$ cat src/rtl/fir_coeff_sequencer.sv
`default_nettype none
// ============================================================================
// Module      : fir_coeff_sequencer
// Description : Per-sample coefficient fetch sequencer for a transposed FIR.
//               Shares one single-port coefficient SRAM between host writes
//               and the tap-read sequence. Each accepted sample reads taps
//               0..NUM_TAP-1 and streams them with tap index and
//               accumulator-clear markers.
//               Optional macro HOST_FAIR_EN: alternate the IDLE grant between
//               host and sample when both are pending, instead of strict
//               sample priority.
// Revision    : 1.0 - initial release
// ============================================================================
module fir_coeff_sequencer #(
  parameter int NUM_TAP = 33,
  parameter int ADDR_W  = 6,
  parameter int DATA_W  = 16
) (
  input  logic              iClk_12M,
  input  logic              iRst,
  input  logic              iInValid,
  output logic              oInReady,
  input  logic              iHostWrReq,
  input  logic [ADDR_W-1:0] iHostAddr,
  input  logic [DATA_W-1:0] iHostWrDt,
  output logic              oHostAck,
  output logic              oHostErr,
  output logic              oCsnRam,
  output logic              oWrnRam,
  output logic [ADDR_W-1:0] oAddrRam,
  output logic [DATA_W-1:0] oWrDtRam,
  input  logic [DATA_W-1:0] iRdDtRam,
  output logic [DATA_W-1:0] oCoeff,
  output logic              oCoeffValid,
  output logic [ADDR_W-1:0] oTapIdx,
  output logic              oClrAcc,
  output logic              oSampleDone
);

  localparam logic [2:0] c_idle  = 3'd0;
  localparam logic [2:0] c_write = 3'd1;
  localparam logic [2:0] c_read  = 3'd2;
  localparam logic [2:0] c_drain = 3'd3;
  localparam logic [2:0] c_done  = 3'd4;

  localparam logic [ADDR_W-1:0] c_last_tap = ADDR_W'(NUM_TAP - 1);
  localparam logic [ADDR_W:0]   c_num_tap  = (ADDR_W + 1)'(NUM_TAP);

  logic [2:0]        state_q, state_d;
  logic [ADDR_W-1:0] cnt_q, cnt_d;
  logic [ADDR_W-1:0] haddr_q, haddr_d;
  logic [DATA_W-1:0] hdata_q, hdata_d;
  logic              rd_vld_q, rd_vld_d;
  logic [ADDR_W-1:0] tap_q, tap_d;
  logic              host_first;
  logic              sample_go;
  logic              host_go;
  logic              addr_ok;

  // Out-of-range host addresses are acknowledged with an error, never written.
  assign addr_ok = ({1'b0, haddr_q} < c_num_tap);

`ifdef HOST_FAIR_EN
  logic last_host_q, last_host_d;

  // Host jumps the queue only if the previous IDLE grant went to a sample.
  assign host_first = iHostWrReq && !last_host_q;

  // Track which requester won the most recent IDLE grant.
  always_comb begin
    last_host_d = last_host_q;
    if (state_q == c_idle) begin
      if (sample_go)    last_host_d = 1'b0;
      else if (host_go) last_host_d = 1'b1;
    end
  end

  // Last-grant register; resets to "host" so the first tie goes to a sample.
  always_ff @(posedge iClk_12M or posedge iRst) begin
    if (iRst) last_host_q <= 1'b1;
    else      last_host_q <= last_host_d;
  end
`else
  assign host_first = 1'b0;
`endif

  assign sample_go = iInValid && !host_first;
  assign host_go   = iHostWrReq && !sample_go;

  // State register.
  always_ff @(posedge iClk_12M or posedge iRst) begin
    if (iRst) state_q <= c_idle;
    else      state_q <= state_d;
  end

  // Next-state logic, tap counter and host request latch.
  always_comb begin
    state_d = state_q;
    cnt_d   = cnt_q;
    haddr_d = haddr_q;
    hdata_d = hdata_q;
    unique case (state_q)
      c_idle: begin
        if (sample_go) begin
          state_d = c_read;
          cnt_d   = '0;
        end else if (host_go) begin
          state_d = c_write;
          haddr_d = iHostAddr;
          hdata_d = iHostWrDt;
        end
      end
      c_write: state_d = c_idle;
      c_read: begin
        if (cnt_q == c_last_tap) begin
          state_d = c_drain;
          cnt_d   = '0;
        end else begin
          cnt_d = cnt_q + 1'b1;
        end
      end
      c_drain: state_d = c_done;
      c_done:  state_d = c_idle;
      default: state_d = c_idle;
    endcase
  end

  // Output decode from the registered state; RAM bus is zeroed when idle.
  always_comb begin
    oInReady    = 1'b0;
    oHostAck    = 1'b0;
    oHostErr    = 1'b0;
    oCsnRam     = 1'b1;
    oWrnRam     = 1'b1;
    oAddrRam    = '0;
    oWrDtRam    = '0;
    oSampleDone = 1'b0;
    unique case (state_q)
      c_idle: oInReady = 1'b1;
      c_write: begin
        oHostAck = 1'b1;
        if (addr_ok) begin
          oCsnRam  = 1'b0;
          oWrnRam  = 1'b0;
          oAddrRam = haddr_q;
          oWrDtRam = hdata_q;
        end else begin
          oHostErr = 1'b1;
        end
      end
      c_read: begin
        oCsnRam  = 1'b0;
        oAddrRam = cnt_q;
      end
      c_done:  oSampleDone = 1'b1;
      default: ;
    endcase
  end

  // Read strobe and address delayed by the SRAM read latency.
  always_comb begin
    rd_vld_d = (state_q == c_read);
    tap_d    = (state_q == c_read) ? cnt_q : '0;
  end

  // Datapath registers.
  always_ff @(posedge iClk_12M or posedge iRst) begin
    if (iRst) begin
      cnt_q    <= '0;
      haddr_q  <= '0;
      hdata_q  <= '0;
      rd_vld_q <= 1'b0;
      tap_q    <= '0;
    end else begin
      cnt_q    <= cnt_d;
      haddr_q  <= haddr_d;
      hdata_q  <= hdata_d;
      rd_vld_q <= rd_vld_d;
      tap_q    <= tap_d;
    end
  end

  assign oCoeffValid = rd_vld_q;
  assign oTapIdx     = tap_q;
  assign oClrAcc     = rd_vld_q && (tap_q == '0);
  assign oCoeff      = rd_vld_q ? iRdDtRam : '0;

endmodule
`default_nettype wire

$ cat config.mk
export PLATFORM = sky130hd
export DESIGN_NAME = fir_coeff_sequencer
export DESIGN_NICKNAME = d
export VERILOG_FILES = /design/src/rtl/fir_coeff_sequencer.sv
export SDC_FILE = /design/constraint.sdc
export NUM_CORES = 1
export LEC_CHECK = 0
export ABC_AREA = 1
export CAP_MARGIN = 5
export CORE_UTILIZATION = 45
export CTS_CLUSTER_SIZE = 20
export DETAILED_ROUTE_END_ITERATION = 10
export DONT_BUFFER_PORTS = 1
export PLACE_DENSITY_LB_ADDON = 0.3
export SLEW_MARGIN = 15
export SYNTH_ARGS = -nofsm -noshare
export SYNTH_HDL_FRONTEND = slang
export SYNTH_SLANG_ARGS = --single-unit
export TNS_END_PERCENT = 20
$ cat constraint.sdc
create_clock -name iClk_12M -period 1.8 [get_ports iClk_12M]
set_input_delay 0.27 -clock iClk_12M [delete_from_list [all_inputs] [get_ports iClk_12M]]
set_output_delay 0.27 -clock iClk_12M [all_outputs]
set_load 0.005 [all_outputs]
[Word level (Yosys, flattened, before mapping)]
Index checks and enable logic that the tools add are counted.
Cells by class
  magnitude comparators: 1
  bitwise operators: 1
  reductions and logical operators: 9
  eq/ne operators: 8
  multiplexer cells: 20
  $add $sub $neg: 1
Operators with widths (number)
  2-to-1 mux 16 bit: 3
  2-to-1 mux 6 bit: 4
  case mux 6 bit (2 select lines): 2
  2-to-1 mux 3 bit: 3
  case mux 3 bit (3 select lines): 1
  adder 6 x 1 -> 6 bit (second input constant): 1
  equality test 3 x 2 -> 1 bit (second input constant): 2
  equality test 6 bit (second input constant): 1
  zero test 6 bit: 1
  less-than comparator 6 bit (second input constant): 1
  2-to-1 mux 1 bit: 6
  AND reduction 2 bit: 2
  equality test 3 x 1 -> 1 bit (second input constant): 1
  equality test 3 bit (second input constant): 1
  zero test 3 bit: 1
  inequality test 3 bit (second input constant): 1
  AND reduction 3 bit: 1
  logical AND 1 bit: 2
  inequality test 2 x 1 -> 1 bit (second input constant): 1
  inequality test 2 bit (second input constant): 1
  case mux 1 bit (2 select lines): 1
  nonzero test 2 bit: 1
  zero test 1 bit: 1
  inverter 1 bit: 1
Storage, ports and cells
  bits in registers: 38
  bits of input ports: 42
  word-level logic and storage cells: 46
  output and inout bits: 52

[Depth between registers and ports, before layout]
  depth in word-level cells: 5
  depth in mapped cells: 7
  mapped depth without buffers: 7

[Worst setup path before layout]
Ideal clock, no wire load.
  path kind: flip-flop to output port
  start point: register state_q[2]
  end point: output port oWrDtRam[10]
  data required time: 1530 ps
  data arrival time: 1160 ps
  path buffers: 1
  slack: 370 ps
  stages on the path, launching flop included: 5
  path through: dfrtp_1 nor3_4 nand2_4 buf_6 nor2_2
Between the ends
  word-level cells in the longest chain between the ends: 2
RTL lines
  start: declaration: RTL line 49  | logic [2:0] state_q, state_d;
  start signal: assignment: RTL line 92  | if (iRst) state_q <= c_idle;
  start signal: assignment: RTL line 93  | else state_q <= state_d;
  equality test 3 x 1 -> 1 bit: RTL line 138  | unique case (state_q)
  2-to-1 mux 16 bit: RTL line 138
  end: declaration: RTL line 31  | output logic [DATA_W-1:0] oWrDtRam,
No other way between the ends.

[Final worst setup path]
  start point: register state_q[0]
  end point: output port oWrDtRam[5]
Same word-level chain as after synthesis.

==> flow_summary.yaml <==
worst_setup_path:
  r2r-end: "hdata_q[9]"
  crit_buf_inv: 2
  startpoint: "state_q[0]"
  cp_top_family: "simple AND/OR/NAND/NOR gates"
  start_kind: "flop"
  crit_end: "oWrDtRam[5]"
  critical_path_arrival_ps: 1440
  worst-r2r-cell-count: 6
  r2r_slack_ps: 340
  crit_path_end_kind: "primary output"
  r2r-start: "state_q[2]"
  criticalPathCategory: "flop to primary output"
  cp_max_fo: 17
  cp.required_ps: 1530
  path_cells: "inv_2, nor3_4, buf_4, nand2_8, nor2_1"
  crit_cells: 5
  cpPeakStageDelay_ps: 380
  worst_path_max_delay_cell: "dfrtp_1"
die:
  core_mm2: 0.004144
  die_x_um: 68.70
  die_area_mm2: 0.004720
  pin_count: 94
  num_rows: 23
  die_h_um: 68.70
  initial_core_util_pct: 48.31
clock_network:
  cts.clk_slew.worst_paths_ps: 70
  clockRootBuffer: "clkbuf_8"
  cts_tree: "yes"
  clockBufferDepth: 2
  clk_latency_ps: 290
  cts_buffers: 5
  htreeDepth: 2
  clock_sinks: 38
synthesis:
  synth_cells: 273
  yosysTopAreaCellShare_pct: 47.50
  ys_types: 22
  yosysTopAreaCell: "dfrtp_1"
  syn_area_per_cell_um2: 7.333
  synth_nets: 317
  ys_seq_elements: 38
  ys_warn_count: 0
  netlist_area_mm2: 0.002002
  ys_seq_area_share_pct: 47.50
  synth.area.top_cells: "dfrtp_1, nand2_1, nand3_1, inv_1, nor2_1"
grt:
  grtUsageMet1_pct: 25.85
  grt_max_degree: 39
  busiest_layer: "met2"
  grt_pass1_wl_um: 7065
  grt.met3_usage_pct: 5.592
  grt_usage_pct: 21.24
  antenna_found_initial: 0
  grt_use_met2_pct: 34.56
  grt_overflow: 0
  grt_pass1_vias: 1496
timing:
  finalHoldWorstSlack_ps: 113.7
  slew_viol_final: 0
  timing.fmax_ghz: 0.5843
  worst_slew_pin_slew_ps: 475.5
  min_period_ps: 1711
  rsz0062_at_grt: "true"
  setup_tns_ps: 0
  finalHoldViolations: 0
  slew_headroom_pct: 68.30
  skew_ps: 1.878
  worst_slack_ps: 88.68
  fin_crit_sh_pct: 95.07
  setup_viol: 0
final_layout:
  stdcell_area_mm2: 0.002227
  diodes: 0
  final_cell_mix: "nand2_1, inv_1, dfrtp_1"
  num-nets-final: 322
  drive_gt1_share_pct: 11.87
  area_growth_pct: 11.25
  layout_commonest_cell: "nand2_1"
drt:
  wl_per_cell_um: 14.12
  vias: 1709
  antenna_left: 0
  firstDrtPassIters: 4
  drt-initial-drc-count: 116
  via_per_inst: 5.210
  drc_errors: 0
  routed_wl_um: 4632
pwr:
  p_per_area_mw_per_mm2: 1619
  power_leakage_nw: 1.262
  ir_drop_uv: 619.8
placement:
  dp_hpwl_um: 3371
  io_buffers: 0
  dp_slack_ps: 232.1
  placed_area_mm2: 0.002058
  routabilityCongestion: 0.7965
outcome:
  status: "finished clean"
job:
  cap_violations: 0
hold_path:
  hp-class: "input pin to flop"
## Yosys cell counts
master,n
nor3_4,1
nand2_2,1
inv_1,46
nand2_1,80
a21oi_1,2
clkbuf_1,6
nand3_1,36
nand4_1,2
xor2_1,2
nor4_1,1
nand3b_1,1
nor2_1,23
nor2_2,9
nor3_1,3
nor2_4,1
buf_6,1
inv_2,2
ha_1,2
dfrtp_1,38
buf_2,5
o21ai_0,10
nand2_4,1
## power by group
part,total (W),switching (W),internal [W]
clock network,0.000737,0.000294,0.000443
registers,0.00146,0.000274,0.00119
logic,0.00140,0.000930,0.000474
total,0.00360,0.00150,0.00211
## timing repair
item / 4_1_cts / 5_1_grt
setup endpoints to repair: 13 / 21
hold buffers: 1 / 0
gates resized for setup: 2 / 5
hold endpoints to repair: 38 / 0
cloned: 0 / 0
pin swaps: 2 / 1
setup buffers: 1 / 1
## final cells by class
type | instances | area, um^2
Clock inverter | 1 | 30.03
Sequential cell | 38 | 950.9
Tap cell | 50 | 62.56
Timing Repair Buffer | 10 | 77.57
Multi-Input combinational cell | 175 | 840.8
Fill cell | 411 | 1917
Clock buffer | 6 | 82.58
Inverter | 48 | 182.7
## state kept, by name (all words and copies together), names as in the netlist
signal / cells
hdata_q: 16
cnt_q: 6
haddr_q: 6
oTapIdx: 6
state_q: 3
oCoeffValid: 1
## cell families after synthesis
| logic type | count (synthesis) | share of synthesized area (%) |
|---|---|---|
| AOI/OAI and AO/OA | 12 | 3.000 |
| xor gates and xnor gates | 2 | 0.8752 |
| adders and majority gates | 2 | 1.250 |
| buffers and inverters | 60 | 11.94 |
| DFF | 38 | 47.50 |
| and+or+nand+nor | 159 | 35.44 |
## routing by layer
| layer | part of all wire, % | routed length, um | up-vias |
|---|---|---|---|
| met5 | 0 | 0 | - |
| met4 | 1.0 | 47 | 0 |
| met3 | 8.6 | 400 | 4 |
| met2 | 50 | 2312 | 83 |
| met1 | 40 | 1872 | 790 |
| li1 | - | - | 832 |
## worst reg2reg max path: cells and delay by family (launching register included)
kind,cells,cell delay [ps]
DFF,1,440
buffers and inverters,1,160
and+or+nand+nor,5,750
## stage by stage
stage,util [%],std cells,total power (W)
after floorplan,-,273,0.002443
after global placement,49.67,318,0.002748
after detailed placement,49.67,318,0.002787
after CTS,52.99,327,0.003560
after global routing,53.74,328,0.003983
final,53.74,328,0.003605
## worst min-delay path by stage
stage,cells after the start,from,end,slack (ps)
4_1_cts,2,iHostAddr[1],haddr_q[1],100
3_5_place_dp,2,iRst,hdata_q[9],300
5_1_grt,2,iHostWrDt[10],hdata_q[10],110
3_3_place_gp,2,iRst,oTapIdx[0],310
6_report,2,iHostAddr[0],haddr_q[0],110
2_1_floorplan,2,iHostAddr[5],haddr_q[5],410
No activity file was read; power rests on OpenSTA's default activity.
